**src/rtl/asp_pkg.sv**
```systemverilog
// Shared opcode constants and scheduler FSM state type.
package asp_pkg;

   localparam logic [1:0] OP_NOP = 2'b00;
   localparam logic [1:0] OP_TXE = 2'b01;
   localparam logic [1:0] OP_RXA = 2'b10;

   typedef enum logic [1:0] {
      ST_IDLE  = 2'b00,
      ST_ISSUE = 2'b01,
      ST_WAIT  = 2'b10,
      ST_DONE  = 2'b11
   } state_t;

endpackage

```
**src/rtl/asp_rr_arb.sv**
```systemverilog
// Two-requester round-robin arbiter; req[0] is host, req[1] is network.
module asp_rr_arb (
   input  logic       clk,
   input  logic       reset_n,
   input  logic [1:0] req,
   input  logic       enable,
   output logic [1:0] grant
);

   // Set when the host won the most recent grant, so a tie goes to the network next.
   logic last_grant_q;

   always_comb begin
      grant = 2'b00;
      if (enable) begin
         if (req == 2'b11) grant = last_grant_q ? 2'b10 : 2'b01;
         else              grant = req;
      end
   end

   always_ff @(posedge clk or negedge reset_n) begin
      if (!reset_n)     last_grant_q <= 1'b0;
      else if (|grant)  last_grant_q <= grant[0];
   end

endmodule

```
**src/rtl/asp_op_scheduler.sv**
```systemverilog
// Single-in-flight operation scheduler: arbitrates host TX / network RX requests,
// issues TXE/RXA opcodes, and tracks retries and timeouts until completion.
import asp_pkg::*;

module asp_op_scheduler #(
   parameter int data_size      = 32,
   parameter int tag_size       = 8,
   parameter int max_retry      = 3,
   parameter int timeout_cycles = 16
) (
   input  logic                         clk,
   input  logic                         reset_n,
   input  logic                         host_tx_req,
   input  logic [data_size-1:0]         host_tx_data,
   input  logic [tag_size-1:0]          host_tx_tag,
   output logic                         host_tx_grant,
   input  logic                         net_rx_req,
   input  logic [data_size+tag_size-1:0] net_rx_ndt,
   output logic                         net_rx_grant,
   output logic [1:0]                   opcode_out,
   output logic                         op_valid_out,
   output logic [data_size-1:0]         tx_data_out,
   output logic [tag_size-1:0]          tx_tag_out,
   output logic [data_size+tag_size-1:0] ndt_out,
   input  logic                         parity_error_in,
   input  logic                         network_data_ready_in,
   input  logic                         network_ack_in,
   output logic                         host_done_out,
   output logic                         host_fail_out,
   output logic                         net_ack_out,
   output logic                         net_miss_out,
   output logic                         busy_out
);

   localparam int RW = (max_retry < 1) ? 1 : $clog2(max_retry + 1);
   localparam int TW = (timeout_cycles < 2) ? 1 : $clog2(timeout_cycles);
   localparam logic [RW-1:0] RETRY_MAX = RW'(max_retry);
   localparam logic [TW-1:0] TMO_LAST  = TW'(timeout_cycles - 1);

   state_t                        state_q;
   logic                          op_valid_q, is_rx_q;
   logic [1:0]                    opcode_q;
   logic [data_size-1:0]          tx_data_q;
   logic [tag_size-1:0]           tx_tag_q;
   logic [data_size+tag_size-1:0] ndt_q;
   logic [RW-1:0]                 retry_q;
   logic [TW-1:0]                 tmo_q;
   logic                          done_q, fail_q, ack_q, miss_q;
   logic [1:0]                    grant;
   logic                          tmo_hit;

   // Gating with reset_n keeps the combinational grants low while reset is held.
   asp_rr_arb u_arb (
      .clk     (clk),
      .reset_n (reset_n),
      .req     ({net_rx_req, host_tx_req}),
      .enable  ((state_q == ST_IDLE) && reset_n),
      .grant   (grant)
   );

   assign tmo_hit = (tmo_q == TMO_LAST);

   always_ff @(posedge clk or negedge reset_n) begin
      if (!reset_n) begin
         state_q    <= ST_IDLE;
         op_valid_q <= 1'b0;
         opcode_q   <= OP_NOP;
         is_rx_q    <= 1'b0;
         tx_data_q  <= '0;
         tx_tag_q   <= '0;
         ndt_q      <= '0;
         retry_q    <= '0;
         tmo_q      <= '0;
         done_q     <= 1'b0;
         fail_q     <= 1'b0;
         ack_q      <= 1'b0;
         miss_q     <= 1'b0;
      end else begin
         op_valid_q <= 1'b0;
         opcode_q   <= OP_NOP;
         done_q     <= 1'b0;
         fail_q     <= 1'b0;
         ack_q      <= 1'b0;
         miss_q     <= 1'b0;
         case (state_q)
            ST_IDLE: begin
               if (|grant) begin
                  is_rx_q <= grant[1];
                  retry_q <= '0;
                  if (grant[0]) begin
                     tx_data_q <= host_tx_data;
                     tx_tag_q  <= host_tx_tag;
                  end else begin
                     ndt_q <= net_rx_ndt;
                  end
                  op_valid_q <= 1'b1;
                  opcode_q   <= grant[1] ? OP_RXA : OP_TXE;
                  state_q    <= ST_ISSUE;
               end
            end
            ST_ISSUE: begin
               tmo_q   <= '0;
               state_q <= ST_WAIT;
            end
            ST_WAIT: begin
               if (!tmo_hit) tmo_q <= tmo_q + 1'b1;
               if (is_rx_q) begin
                  if (network_ack_in) begin
                     ack_q   <= 1'b1;
                     state_q <= ST_DONE;
                  end else if (tmo_hit) begin
                     miss_q  <= 1'b1;
                     state_q <= ST_DONE;
                  end
               // Parity beats data-ready; a timeout only counts if nothing terminated this cycle.
               end else if (parity_error_in || (tmo_hit && !network_data_ready_in)) begin
                  if (retry_q < RETRY_MAX) begin
                     retry_q    <= retry_q + 1'b1;
                     op_valid_q <= 1'b1;
                     opcode_q   <= OP_TXE;
                     state_q    <= ST_ISSUE;
                  end else begin
                     fail_q  <= 1'b1;
                     state_q <= ST_DONE;
                  end
               end else if (network_data_ready_in) begin
                  done_q  <= 1'b1;
                  state_q <= ST_DONE;
               end
            end
            ST_DONE:  state_q <= ST_IDLE;
            default:  state_q <= ST_IDLE;
         endcase
      end
   end

   assign host_tx_grant = grant[0];
   assign net_rx_grant  = grant[1];
   assign opcode_out    = opcode_q;
   assign op_valid_out  = op_valid_q;
   assign tx_data_out   = tx_data_q;
   assign tx_tag_out    = tx_tag_q;
   assign ndt_out       = ndt_q;
   assign host_done_out = done_q;
   assign host_fail_out = fail_q;
   assign net_ack_out   = ack_q;
   assign net_miss_out  = miss_q;
   assign busy_out      = (state_q != ST_IDLE);

endmodule

```
**config.mk**
```make
export PLATFORM = sky130hd
export DESIGN_NAME = asp_op_scheduler
export DESIGN_NICKNAME = d
export VERILOG_FILES = /design/src/rtl/asp_pkg.sv /design/src/rtl/asp_rr_arb.sv /design/src/rtl/asp_op_scheduler.sv
export SDC_FILE = /design/constraint.sdc
export NUM_CORES = 1
export LEC_CHECK = 0
export BUFFER_PORTS_ARGS = -buffer_cell sky130_fd_sc_hd__buf_2
export CAP_MARGIN = 20
export CELL_PAD_IN_SITES_DETAIL_PLACEMENT = 0
export CELL_PAD_IN_SITES_GLOBAL_PLACEMENT = 2
export CORE_UTILIZATION = 27
export DETAILED_ROUTE_END_ITERATION = 10
export PLACE_DENSITY_LB_ADDON = 0.1
export SLEW_MARGIN = 20
export SYNTH_ARGS = -nofsm -noshare
export SYNTH_HDL_FRONTEND = slang
export SYNTH_SLANG_ARGS = --single-unit
```
**constraint.sdc**
```tcl
create_clock -name clk -period 2.35 [get_ports clk]
set_input_delay 0.1175 -clock clk [delete_from_list [all_inputs] [get_ports clk]]
set_output_delay 0.1175 -clock clk [all_outputs]
set_load 0.02 [all_outputs]
```
==> results of run 1 <==
-- state kept, by name (all words and copies together), names as in the netlist --
register	count
tmo_q	4
op_valid_out	1
ndt_out	40
tx_tag_out	8
state_q	2
opcode_out	2
tx_data_out	32
net_miss_out	1
u_arb.last_grant_q	1
is_rx_q	1
retry_q	2
net_ack_out	1
host_done_out	1
host_fail_out	1
-- logic make-up after synthesis --
group,count (synthesis),synth area share
adder cells (fa/ha/maj),2,0.00629
flip-flops,97,0.611
buffers and inverters,16,0.0387
AND/OR/NAND/NOR,25,0.0406
multiplexers,83,0.268
AO/OA/AOI/OAI,21,0.0356
-- worst max-delay path: stages (launching register included) --
cell and delay (ps):
dfrtp_1 510, nor3b_2 240, nand3_1 180, inv_2 110, buf_12 220, buf_2 210
-- worst paths after layout --
kind | to | cells past startpoint
worst min register to register | retry_q[0]$_DFFE_PN0P_ | 1
worst max register to register | tx_data_out[25]$_DFFE_PN0P_ | 4
worst min-delay path | ndt_out[26]$_DFFE_PN0P_ | 2
worst max-delay path | net_rx_grant | 5
min in group asynchronous | opcode_out[1]$_DFF_PN0_ | 3
max in group asynchronous | tmo_q[2]$_DFFE_PN0P_ | 4
-- cell type report --
| class | instances | area (µm²) | share of cell area |
|---|---|---|---|
| tap | 180 | 225 | 0.0370 |
| antenna | 1 | 2.50 | 0.000411 |
| timing repair buffer | 261 | 1750 | 0.287 |
| inverter | 6 | 22.5 | 0.00370 |
| sequential | 97 | 2430 | 0.398 |
| clock buffer | 10 | 239 | 0.0392 |
| clock inverter | 5 | 31.3 | 0.00513 |
| multi-input combinational | 131 | 1400 | 0.229 |
-- report_power, final --
| group | internal [mW] | switching, mW | total, mW |
|---|---|---|---|
| sequential | 2.45 | 0.424 | 2.88 |
| clock | 0.739 | 0.624 | 1.36 |
| combinational | 1.57 | 1.76 | 3.33 |
-- cell usage in the layout, fill, tap and decap left out, types with 2 or more instances in the layout --
master	Yosys	final
mux2_2	43	43
nor2_1	3	3
buf_4	0	3
buf_12	3	2
nand2b_1	2	2
buf_2	0	175
nand3_1	2	2
dlygate4sd3_1	0	80
a31oi_1	2	2
dfrtp_1	97	97
and4b_1	3	3
clkbuf_16	0	9
nor2b_1	2	2
a21oi_1	4	4
ha_1	2	2
inv_1	5	5
o2bb2ai_1	2	2
mux2i_1	3	3
mux2_4	36	36
nand2_1	2	2
o21ai_0	5	5
clkinv_2	0	3
a21o_1	2	2
nor3_1	3	3
and3_1	3	2
-- per-stage QoR --
stage,power [mW],setup slack [ps],hold slack (ps)
final,7.57,371,19.7
after global routing,8.07,205,10.7
after CTS,7.70,325,3.14
after detailed placement,6.18,539,110
after global placement,6.16,565,111
after floorplan,5.08,825,-178
-- per-layer routing --
layer	part of all wire	vias to the layer above	GRT usage	wire length [µm]
met4	0.012	0	0.0452	121
met3	0.062	10	0.0443	607
met5	0	-	0	0
met2	0.47	88	0.214	4640
li1	-	1391	-	-
met1	0.45	1379	0.161	4410
-- what timing repair did --
action	4_1_cts	5_1_grt
gates resized for setup	0	0
hold buffers	80	0
endpoints found under the hold margin	97	0
==> qor.csv, run 1 <==
stage;metric;value;unit
timing;tightestPinTransition;734;ps
clock_network;cts-root-buf;clkbuf_16;
synth;synth.lib_cells_used.distinct;35;
die;start_util;0.282;
die;die_w;123;µm
timing;finalClockSkew;7.18;ps
worst_hold_path;min_delay_startpoint;net_rx_ndt[26];
global_route;grt_pass1_vias;2905;
placed_design;port-buffer-count;176;
setup_path;critPathKind;reg -> out;
detailed_routing;drc_errors;0;
setup_path;critical_path_peak_fanout;41;
timing;rsz0062_at_grt;no;
synth;yosys-top-cells-count;dfrtp_1 (97), mux2_2 (43), mux2_4 (36);
final_layout;final_nets;595;
synth;synth_async_sr_flop_share;1.00;
synth;post_synthesis_average_cell_area;16.3;µm²
status;outcome;complete, no violations;
final_layout;share_of_cells_above_drive_strength_1;0.549;
die;fp.dieH;123;µm
synth;library_cell_occupying_the_most_area_in_the_post_synthesis_netlist;dfrtp_1;
final_layout;area_growth_syn_to_layout;53.3;%
synth;syn-instance-count;244;
synth;synth_most_common_cell;dfrtp_1;
pwr;power_density;1240;nW/µm²
synth;synth_top_area_frac;0.611;
synth;ys_top_cells_by_area;dfrtp_1 (61%), mux2_4 (14%), mux2_2 (12%);
synth;synth_flop_cell;dfrtp_1;
placed_design;rd_place_congestion;0.679;
final_layout;filler_cell_count;1350;
detailed_routing;dr.first_iter.drc_count;41;
die;core_area;14100;µm²
clock_network;register_clock_pin_slew_on_the_reported_worst_setup_and_hold_paths;60;ps
setup_path;worst-endpoint-arrival;1860;ps
synth;synth_sequential_area_ratio;0.611;
setup_path;reg2reg_slack;560;ps
clock_network;cts_setup_buffers;0;
global_route;grt_use_total;0.131;
final_layout;finalNonFillerCells;691;
detailed_routing;antenna_left;0;
clock_network;clock_tree.buffer_depth;2;
timing;final-max-slew-violation-count;0;
global_route;grt_start_max_net_pins;80;
setup_path;worst_setup_path_startpoint;state_q[1]$_DFFE_PN0P_;
detailed_routing;route.detailed.wl_per_inst;14.1;µm
timing;clock.fmax;505;MHz
setup_path;startpoint_of_the_worst_register_to_register_path;state_q[1]$_DFFE_PN0P_;
detailed_routing;routed-via-count;2868;
global_route;grt_pass1_wl;14800;µm
timing;tns;0;ps
pwr;static-leakage-power;3.01;nW
placed_design;hpwl;6490;µm
detailed_routing;drt_first_pass_iters;4;
worst_hold_path;class_of_the_tightest_hold_or_removal_check;in -> reg;
timing;period_minus_slack;1980;ps
synth;seq_cells_post_synth;97;
die;fp.dieArea;15200;µm²
setup_path;required;2230;ps
detailed_routing;post_drt_via_cell_ratio;4.15;
die;rows;43;
timing;final_setup_violation_count;0;
synth;ys.warnings.count;0;
synth;number_of_nets_produced_by_synthesis;333;
synth;post_synth_edffs;0;
clock_network;clock_sink_count;97;
timing;finalHoldViolations;0;
global_route;globalRoute.totalOverflow;0;
final_layout;finish.utilization;0.432;
flow_run;max_cap_violations;0;
placed_design;dpl.cell_count;595;
global_route;antenna_found_initial;1;
clock_network;h-tree-depth;3;
clock_network;clkLatencyLatePin;350;ps
timing;final_min_period_over_clock_period;0.842;
setup_path;crit_path_end_kind;primary output;
setup_path;startpoint_class;flip-flop;
die;ios;177;
clock_network;cts_tree;done;
pwr;irDropWorstVdd;604;µV
placed_design;post_place_cell_area;5020;µm²
synth;synthesis.area;3980;µm²
detailed_routing;total_routed_wirelength;9780;µm
clock_network;numCtsBuffers;9;
timing;slew_headroom;0.511;
final_layout;finished_cell_area;6090;µm²
No activity file was read; power rests on OpenSTA's default activity.
==> run 2: changes to the inputs <==
==> constraint.sdc (replaced) <==
create_clock -name clk -period 1.65 [get_ports clk]
set_input_delay 0.0825 -clock clk [delete_from_list [all_inputs] [get_ports clk]]
set_output_delay 0.0825 -clock clk [all_outputs]
set_load 0.02 [all_outputs]
==> qor.csv, run 2 (same netlist as run 1, synthesis figures left out) <==
stage;metric;value;unit;change
pwr;intPower;7.17;mW;was 4.77 mW
pwr;power.share.combinational;0.449;;was 0.440
timing;clock.fmax;624;MHz;
die;ios;177;;unchanged
worst_hold_path;hold_path_end;op_valid_out$_DFF_PN0_;;was ndt_out[26]$_DFFE_PN0P_
setup_path;required;1880;ps;was 2230 ps
timing;finalClockSkew;4.92;ps;was 7.18 ps
pwr;power_density;1760;nW/µm²;was 1240 nW/µm²
clock_network;register_clock_pin_slew_on_the_reported_worst_setup_and_hold_paths;70;ps;was 60 ps
die;fp.dieArea;15200;µm²;unchanged
pwr;sequentialPowerShare;0.359;;was 0.380
setup_path;critPathKind;reg -> reg;;was reg -> out
setup_path;startpoint_class;flip-flop;;unchanged
clock_network;cts-root-buf;clkbuf_16;;unchanged
worst_hold_path;class_of_the_tightest_hold_or_removal_check;in -> reg;;unchanged
final_layout;layout.cells.most_common;buf_2;;unchanged
global_route;gr-usage-met3;0.0558;;was 0.0443
worst_hold_path;min_delay_startpoint;host_tx_req;;was net_rx_ndt[26]
pwr;netSwitchingPower;4.08;mW;was 2.80 mW
final_layout;n_antenna_cell;0;;was 1
die;die_w;123;µm;unchanged
detailed_routing;drt_first_pass_iters;4;;unchanged
global_route;grt_start_max_net_pins;99;;was 80
detailed_routing;route.detailed.wl_per_inst;15.0;µm;was 14.1 µm
timing;finalHoldWorstSlack;108;ps;was 19.7 ps
final_layout;most-common-layout-cells;buf_2 (173), dfrtp_1 (97), dlygate4sd3_1 (84), mux2_2 (43), mux2_4 (36);;was buf_2 (175), dfrtp_1 (97), dlygate4sd3_1 (80), mux2_2 (43), mux2_4 (36)
detailed_routing;total_routed_wirelength;10700;µm;was 9780 µm
final_layout;final_nets;615;;was 595
setup_path;reg2reg_slack;50;ps;was 560 ps
detailed_routing;dr.first_iter.drc_count;44;;was 41
placed_design;hpwl;6710;µm;was 6490 µm
status;outcome;complete, no violations;;unchanged
die;start_util;0.282;;unchanged
pwr;clock_power_share;0.191;;was 0.180
worst_hold_path;min_delay_path_depth;3;;was 2
setup_path;critical_path_peak_fanout;15;;was 41
clock_network;numCtsBuffers;9;;unchanged
global_route;grt_pass1_vias;3062;;was 2905
die;core_area;14100;µm²;unchanged
detailed_routing;drc_errors;0;;unchanged
global_route;gr-usage-met1;0.169;;was 0.161
clock_network;clock_tree.buffer_depth;2;;unchanged
final_layout;share_of_cells_above_drive_strength_1;0.559;;was 0.549
global_route;grt_use_total;0.144;;was 0.131
placed_design;post_place_cell_area;5090;µm²;was 5020 µm²
detailed_routing;antenna_left;0;;unchanged
global_route;grt_pass1_wl;16000;µm;was 14800 µm
clock_network;h-tree-depth;3;;unchanged
timing;final_setup_violation_count;0;;unchanged
pwr;static-leakage-power;3.15;nW;was 3.01 nW
final_layout;area_growth_syn_to_layout;61.0;%;was 53.3%
global_route;globalRouteMet2Util;0.243;;was 0.214
timing;tightestPinTransition;593;ps;was 734 ps
placed_design;port-buffer-count;176;;unchanged
clock_network;clkLatencyLatePin;350;ps;about the same
pwr;power.total;11.3;mW;was 7.57 mW
timing;final_min_period_over_clock_period;0.971;;
pwr;sw_frac_of_total;0.363;;was 0.371
die;rows;43;;unchanged
setup_path;worst_r2r_path_depth;5;;was 4
detailed_routing;post_drt_via_cell_ratio;4.20;;was 4.15
final_layout;finalNonFillerCells;711;;was 691
timing;final-max-slew-violation-count;0;;unchanged
timing;slew_headroom;0.605;;was 0.511
global_route;globalRoute.totalOverflow;0;;unchanged
global_route;globalRoute.busiestLayer;met2;;unchanged
pwr;irDropWorstVdd;834;µV;was 604 µV
timing;finalHoldViolations;0;;unchanged
die;fp.dieH;123;µm;unchanged
clock_network;cts_tree;done;;unchanged
flow_run;max_cap_violations;0;;unchanged
final_layout;finished_cell_area;6400;µm²;was 6090 µm²
clock_network;clock_sink_count;97;;unchanged
placed_design;rd_place_congestion;0.698;;was 0.679
global_route;antenna_found_initial;1;;unchanged
detailed_routing;routed-via-count;2984;;was 2868
timing;period_minus_slack;1600;ps;
setup_path;crit-reg2reg-capture;tx_tag_out[2]$_DFFE_PN0P_;;was tx_data_out[25]$_DFFE_PN0P_
final_layout;largest_register_ffs;40;;unchanged
setup_path;worst-endpoint-arrival;1830;ps;was 1860 ps
setup_path;crit_path_end_kind;flip-flop;;was primary output
placed_design;dpl.cell_count;602;;was 595
setup_path;startpoint_of_the_worst_register_to_register_path;state_q[0]$_DFFE_PN0P_;;was state_q[1]$_DFFE_PN0P_
[run 2: final cells by class]
cell class | instances | area (µm²)
clock inverter | 4 | 51.3
multi-input combinational | 131 | 1400
tap | 180 | 225
clock buffer | 12 | 256
fill | 1315 | 7690
inverter | 6 | 27.5
sequential | 97 | 2430
timing repair buffer | 281 | 2010
[run 2: worst max-delay path, cell delays in order, from the launching register on]
cell and delay (ps):
dfrtp_1 390, nor3b_2 240, and3_4 270, buf_6 110
buf_12 160, mux2_4 310
[run 2: worst max path at each step]
stage	from	to	depth (start not counted)	slack, ps
after CTS	state_q[1]$_DFFE_PN0P_	ndt_out[14]$_DFFE_PN0P_	5	-40
after floorplan	state_q[0]$_DFFE_PN0P_	tx_data_out[18]$_DFFE_PN0P_	5	130
after global placement	state_q[1]$_DFFE_PN0P_	tx_data_out[25]$_DFFE_PN0P_	4	140
after global routing	state_q[0]$_DFFE_PN0P_	ndt_out[28]$_DFFE_PN0P_	6	-10
final	state_q[0]$_DFFE_PN0P_	tx_tag_out[2]$_DFFE_PN0P_	5	50
after detailed placement	state_q[1]$_DFFE_PN0P_	tx_data_out[25]$_DFFE_PN0P_	4	100
[run 2: stage by stage]
stage | worst slack, ps | utilization | TNS, ps
after floorplan | 125 | - | 0
after CTS | -38.0 | 0.448 | -677
after detailed placement | 105 | 0.361 | 0
final | 48.3 | 0.454 | 0
after global routing | -14.8 | 0.454 | -62.9
after global placement | 136 | 0.361 | 0
[run 2: power by group through the flow]
stage               logic (mW)  registers [mW]  clock network, mW
finish                    5.06            4.04               2.15
global route              5.43            4.19               2.35
detailed placement        4.81            4.08                  0
CTS                       5.07            4.05               2.26
floorplan                 1.85            5.38                  0
global placement          4.79            4.05                  0
[run 2: what timing repair did]
item	4_1_cts	5_1_grt
gates resized for setup	3	10
pin swaps	0	3
buffers inserted	0	7
gates cloned	2	0
hold buffers	84	0
endpoints found under the setup margin	2	32
hold endpoints to repair	179	0
[run 2: layer usage]
layer  wire length [µm]  part of all wire
met4                119             0.011
met1               4350              0.41
met3                691             0.065
met5                 13            0.0012
met2               5480              0.51
==> run 3: changes to the inputs <==
--- a/config.mk
+++ b/config.mk
@@ -6,12 +6,9 @@
 export NUM_CORES = 1
 export LEC_CHECK = 0
 export BUFFER_PORTS_ARGS = -buffer_cell sky130_fd_sc_hd__buf_2
-export CAP_MARGIN = 20
-export CELL_PAD_IN_SITES_DETAIL_PLACEMENT = 0
-export CELL_PAD_IN_SITES_GLOBAL_PLACEMENT = 2
+export CAP_MARGIN = 40
 export CORE_UTILIZATION = 27
 export DETAILED_ROUTE_END_ITERATION = 10
-export PLACE_DENSITY_LB_ADDON = 0.1
 export SLEW_MARGIN = 20
 export SYNTH_ARGS = -nofsm -noshare
 export SYNTH_HDL_FRONTEND = slang
==> qor.csv, run 3 (same netlist as run 1, synthesis figures left out) <==
stage;metric;value;unit;change
status;outcome;complete, no violations;;unchanged
die;fp.dieH;123;µm;unchanged
setup_path;crit-reg2reg-capture;ndt_out[12]$_DFFE_PN0P_;;was tx_tag_out[2]$_DFFE_PN0P_
flow_run;max_cap_violations;0;;unchanged
pwr;sw_frac_of_total;0.364;;was 0.363
setup_path;crit_path_end_kind;flip-flop;;unchanged
die;die_w;123;µm;unchanged
pwr;static-leakage-power;3.08;nW;was 3.15 nW
final_layout;n_antenna_cell;0;;unchanged
clock_network;cts-root-buf;clkbuf_16;;unchanged
setup_path;reg2reg_slack;20;ps;was 50 ps
timing;clock.fmax;613;MHz;was 624 MHz
pwr;intPower;7.03;mW;was 7.17 mW
detailed_routing;total_routed_wirelength;10100;µm;was 10700 µm
setup_path;worst_setup_path_startpoint;reset_n;;was state_q[0]$_DFFE_PN0P_
placed_design;rd_place_congestion;0.760;;was 0.698
setup_path;startpoint_of_the_worst_register_to_register_path;state_q[1]$_DFFE_PN0P_;;was state_q[0]$_DFFE_PN0P_
pwr;irDropWorstVdd;891;µV;was 834 µV
pwr;power_density;1770;nW/µm²;was 1760 nW/µm²
timing;finalHoldWorstSlack;129;ps;was 108 ps
final_layout;share_of_cells_above_drive_strength_1;0.550;;was 0.559
setup_path;worst-endpoint-arrival;1850;ps;was 1830 ps
detailed_routing;route.detailed.wl_per_inst;14.4;µm;was 15.0 µm
final_layout;final_nets;606;;was 615
die;fp.dieArea;15200;µm²;unchanged
timing;rsz0062_at_grt;yes;;
setup_path;worst_r2r_path_depth;5;;unchanged
clock_network;clock_sink_count;97;;unchanged
setup_path;critPathKind;in -> reg;;was reg -> reg
placed_design;port-buffer-count;176;;unchanged
timing;final_setup_violation_count;0;;unchanged
worst_hold_path;class_of_the_tightest_hold_or_removal_check;in -> reg;;unchanged
setup_path;startpoint_class;primary input;;was flip-flop
die;ios;177;;unchanged
pwr;sequentialPowerShare;0.369;;was 0.359
global_route;grt_start_max_net_pins;99;;unchanged
timing;final_min_period_over_clock_period;0.988;;was 0.971
die;rows;43;;unchanged
clock_network;cts_tree;done;;unchanged
setup_path;critical_path_peak_fanout;20;;was 15
clock_network;clock_tree.buffer_depth;2;;unchanged
pwr;clock_power_share;0.187;;was 0.191
detailed_routing;drc_errors;0;;unchanged
placed_design;hpwl;6360;µm;was 6710 µm
timing;finalHoldViolations;0;;unchanged
clock_network;clkLatencyLatePin;330;ps;was 350 ps
final_layout;filler_cell_count;1271;;was 1315
final_layout;largest_register_ffs;40;;unchanged
pwr;power.share.combinational;0.444;;was 0.449
global_route;grt_pass1_vias;3152;;was 3062
detailed_routing;drt_first_pass_iters;4;;unchanged
final_layout;most-common-layout-cells;buf_2 (174), dfrtp_1 (97), dlygate4sd3_1 (84), mux2_2 (43), mux2_4 (36);;was buf_2 (173), dfrtp_1 (97), dlygate4sd3_1 (84), mux2_2 (43), mux2_4 (36)
setup_path;crit_path_end;ndt_out[12]$_DFFE_PN0P_;;was tx_tag_out[2]$_DFFE_PN0P_
clock_network;register_clock_pin_slew_on_the_reported_worst_setup_and_hold_paths;60;ps;was 70 ps
clock_network;h-tree-depth;3;;unchanged
detailed_routing;routed-via-count;3033;;was 2984
clock_network;cts_setup_buffers;0;;unchanged
timing;period_minus_slack;1630;ps;was 1600 ps
detailed_routing;antenna_left;0;;unchanged
final_layout;layout.cells.most_common;buf_2;;unchanged
timing;finalClockSkew;4.63;ps;was 4.92 ps
timing;final-max-slew-violation-count;0;;unchanged
setup_path;required;1870;ps;was 1880 ps
die;core_area;14100;µm²;unchanged
pwr;netSwitchingPower;4.02;mW;was 4.08 mW
detailed_routing;dr.first_iter.drc_count;103;;was 44
timing;slew_headroom;0.646;;was 0.605
global_route;antenna_found_initial;0;;was 1
final_layout;finish.utilization;0.443;;was 0.454
detailed_routing;post_drt_via_cell_ratio;4.32;;was 4.20
global_route;grt_pass1_wl;15900;µm;was 16000 µm
timing;tightestPinTransition;532;ps;was 593 ps
global_route;grt_use_total;0.139;;was 0.144
final_layout;area_growth_syn_to_layout;57.3;%;was 61.0%
clock_network;numCtsBuffers;9;;unchanged
global_route;globalRoute.totalOverflow;0;;unchanged
die;start_util;0.282;;unchanged
==> run 3: critical path, stage by stage <==
cell and delay (ps):
dlygate4sd3_1 530, buf_4 140, nor3b_2 180, nand3_1 130, inv_2 120, bufbuf_16 320
mux2_2 350
==> run 3: final cells by class <==
| cell class | instances | area [µm²] | area share |
|---|---|---|---|
| Clock buffer | 11 | 243 | 0.0388 |
| Tap cell | 180 | 225 | 0.0360 |
| Timing Repair Buffer | 272 | 1880 | 0.301 |
| Sequential cell | 97 | 2430 | 0.388 |
| Clock inverter | 5 | 55.1 | 0.00881 |
| Inverter | 6 | 22.5 | 0.00360 |
| Multi-Input combinational cell | 131 | 1400 | 0.223 |
==> run 3: worst min path at each step <==
| stage | startpoint | to | slack, ps | depth (start not counted) |
|---|---|---|---|---|
| finish | host_tx_req | op_valid_out$_DFF_PN0_ | 130 | 3 |
| global route | net_rx_req | op_valid_out$_DFF_PN0_ | 140 | 3 |
| CTS | host_tx_req | op_valid_out$_DFF_PN0_ | 120 | 3 |
| detailed placement | reset_n | tx_data_out[23]$_DFFE_PN0P_ | 230 | 2 |
| global placement | reset_n | tx_data_out[18]$_DFFE_PN0P_ | 210 | 2 |
| floorplan | reset_n | host_done_out$_DFF_PN0_ | -210 | 0 |
==> run 3: layer usage <==
| layer | wire (µm) | vias to the layer above | global-route usage |
|---|---|---|---|
| li1 | - | 1416 | - |
| met1 | 3980 | 1522 | 0.150 |
| met2 | 5560 | 86 | 0.255 |
| met3 | 481 | 9 | 0.0461 |
| met4 | 122 | 0 | 0.0414 |
| met5 | 0 | - | 0 |
==> run 3: per-stage QoR <==
stage	power (mW)	worst slack (ps)	instances	cell area [µm²]	TNS [ps]
2_1_floorplan	7.23	125	244	3980	0
3_3_place_gp	8.73	99.0	601	5070	0
3_5_place_dp	8.86	54.9	601	5070	0
4_1_cts	11.2	-11.7	702	6250	-155
5_1_grt	11.8	-60.9	702	6250	-1040
6_report	11.1	19.7	702	6250	0
==> run 3: power by group through the flow <==
| stage | clock network (mW) | logic [mW] | registers [mW] |
|---|---|---|---|
| after CTS | 2.17 | 4.95 | 4.08 |
| after global routing | 2.27 | 5.28 | 4.23 |
| after floorplan | 0 | 1.85 | 5.38 |
| after detailed placement | 0 | 4.74 | 4.12 |
| after global placement | 0 | 4.67 | 4.06 |
| final | 2.07 | 4.91 | 4.08 |
==> run 3: what timing repair did <==
| item | in CTS | in global routing |
|---|---|---|
| hold buffers | 84 | 0 |
| setup endpoints to repair | 2 | 24 |
| gates resized for setup | 2 | 0 |
| hold endpoints to repair | 179 | 0 |
| pin swaps | 1 | 0 |
| cloned | 1 | 0 |
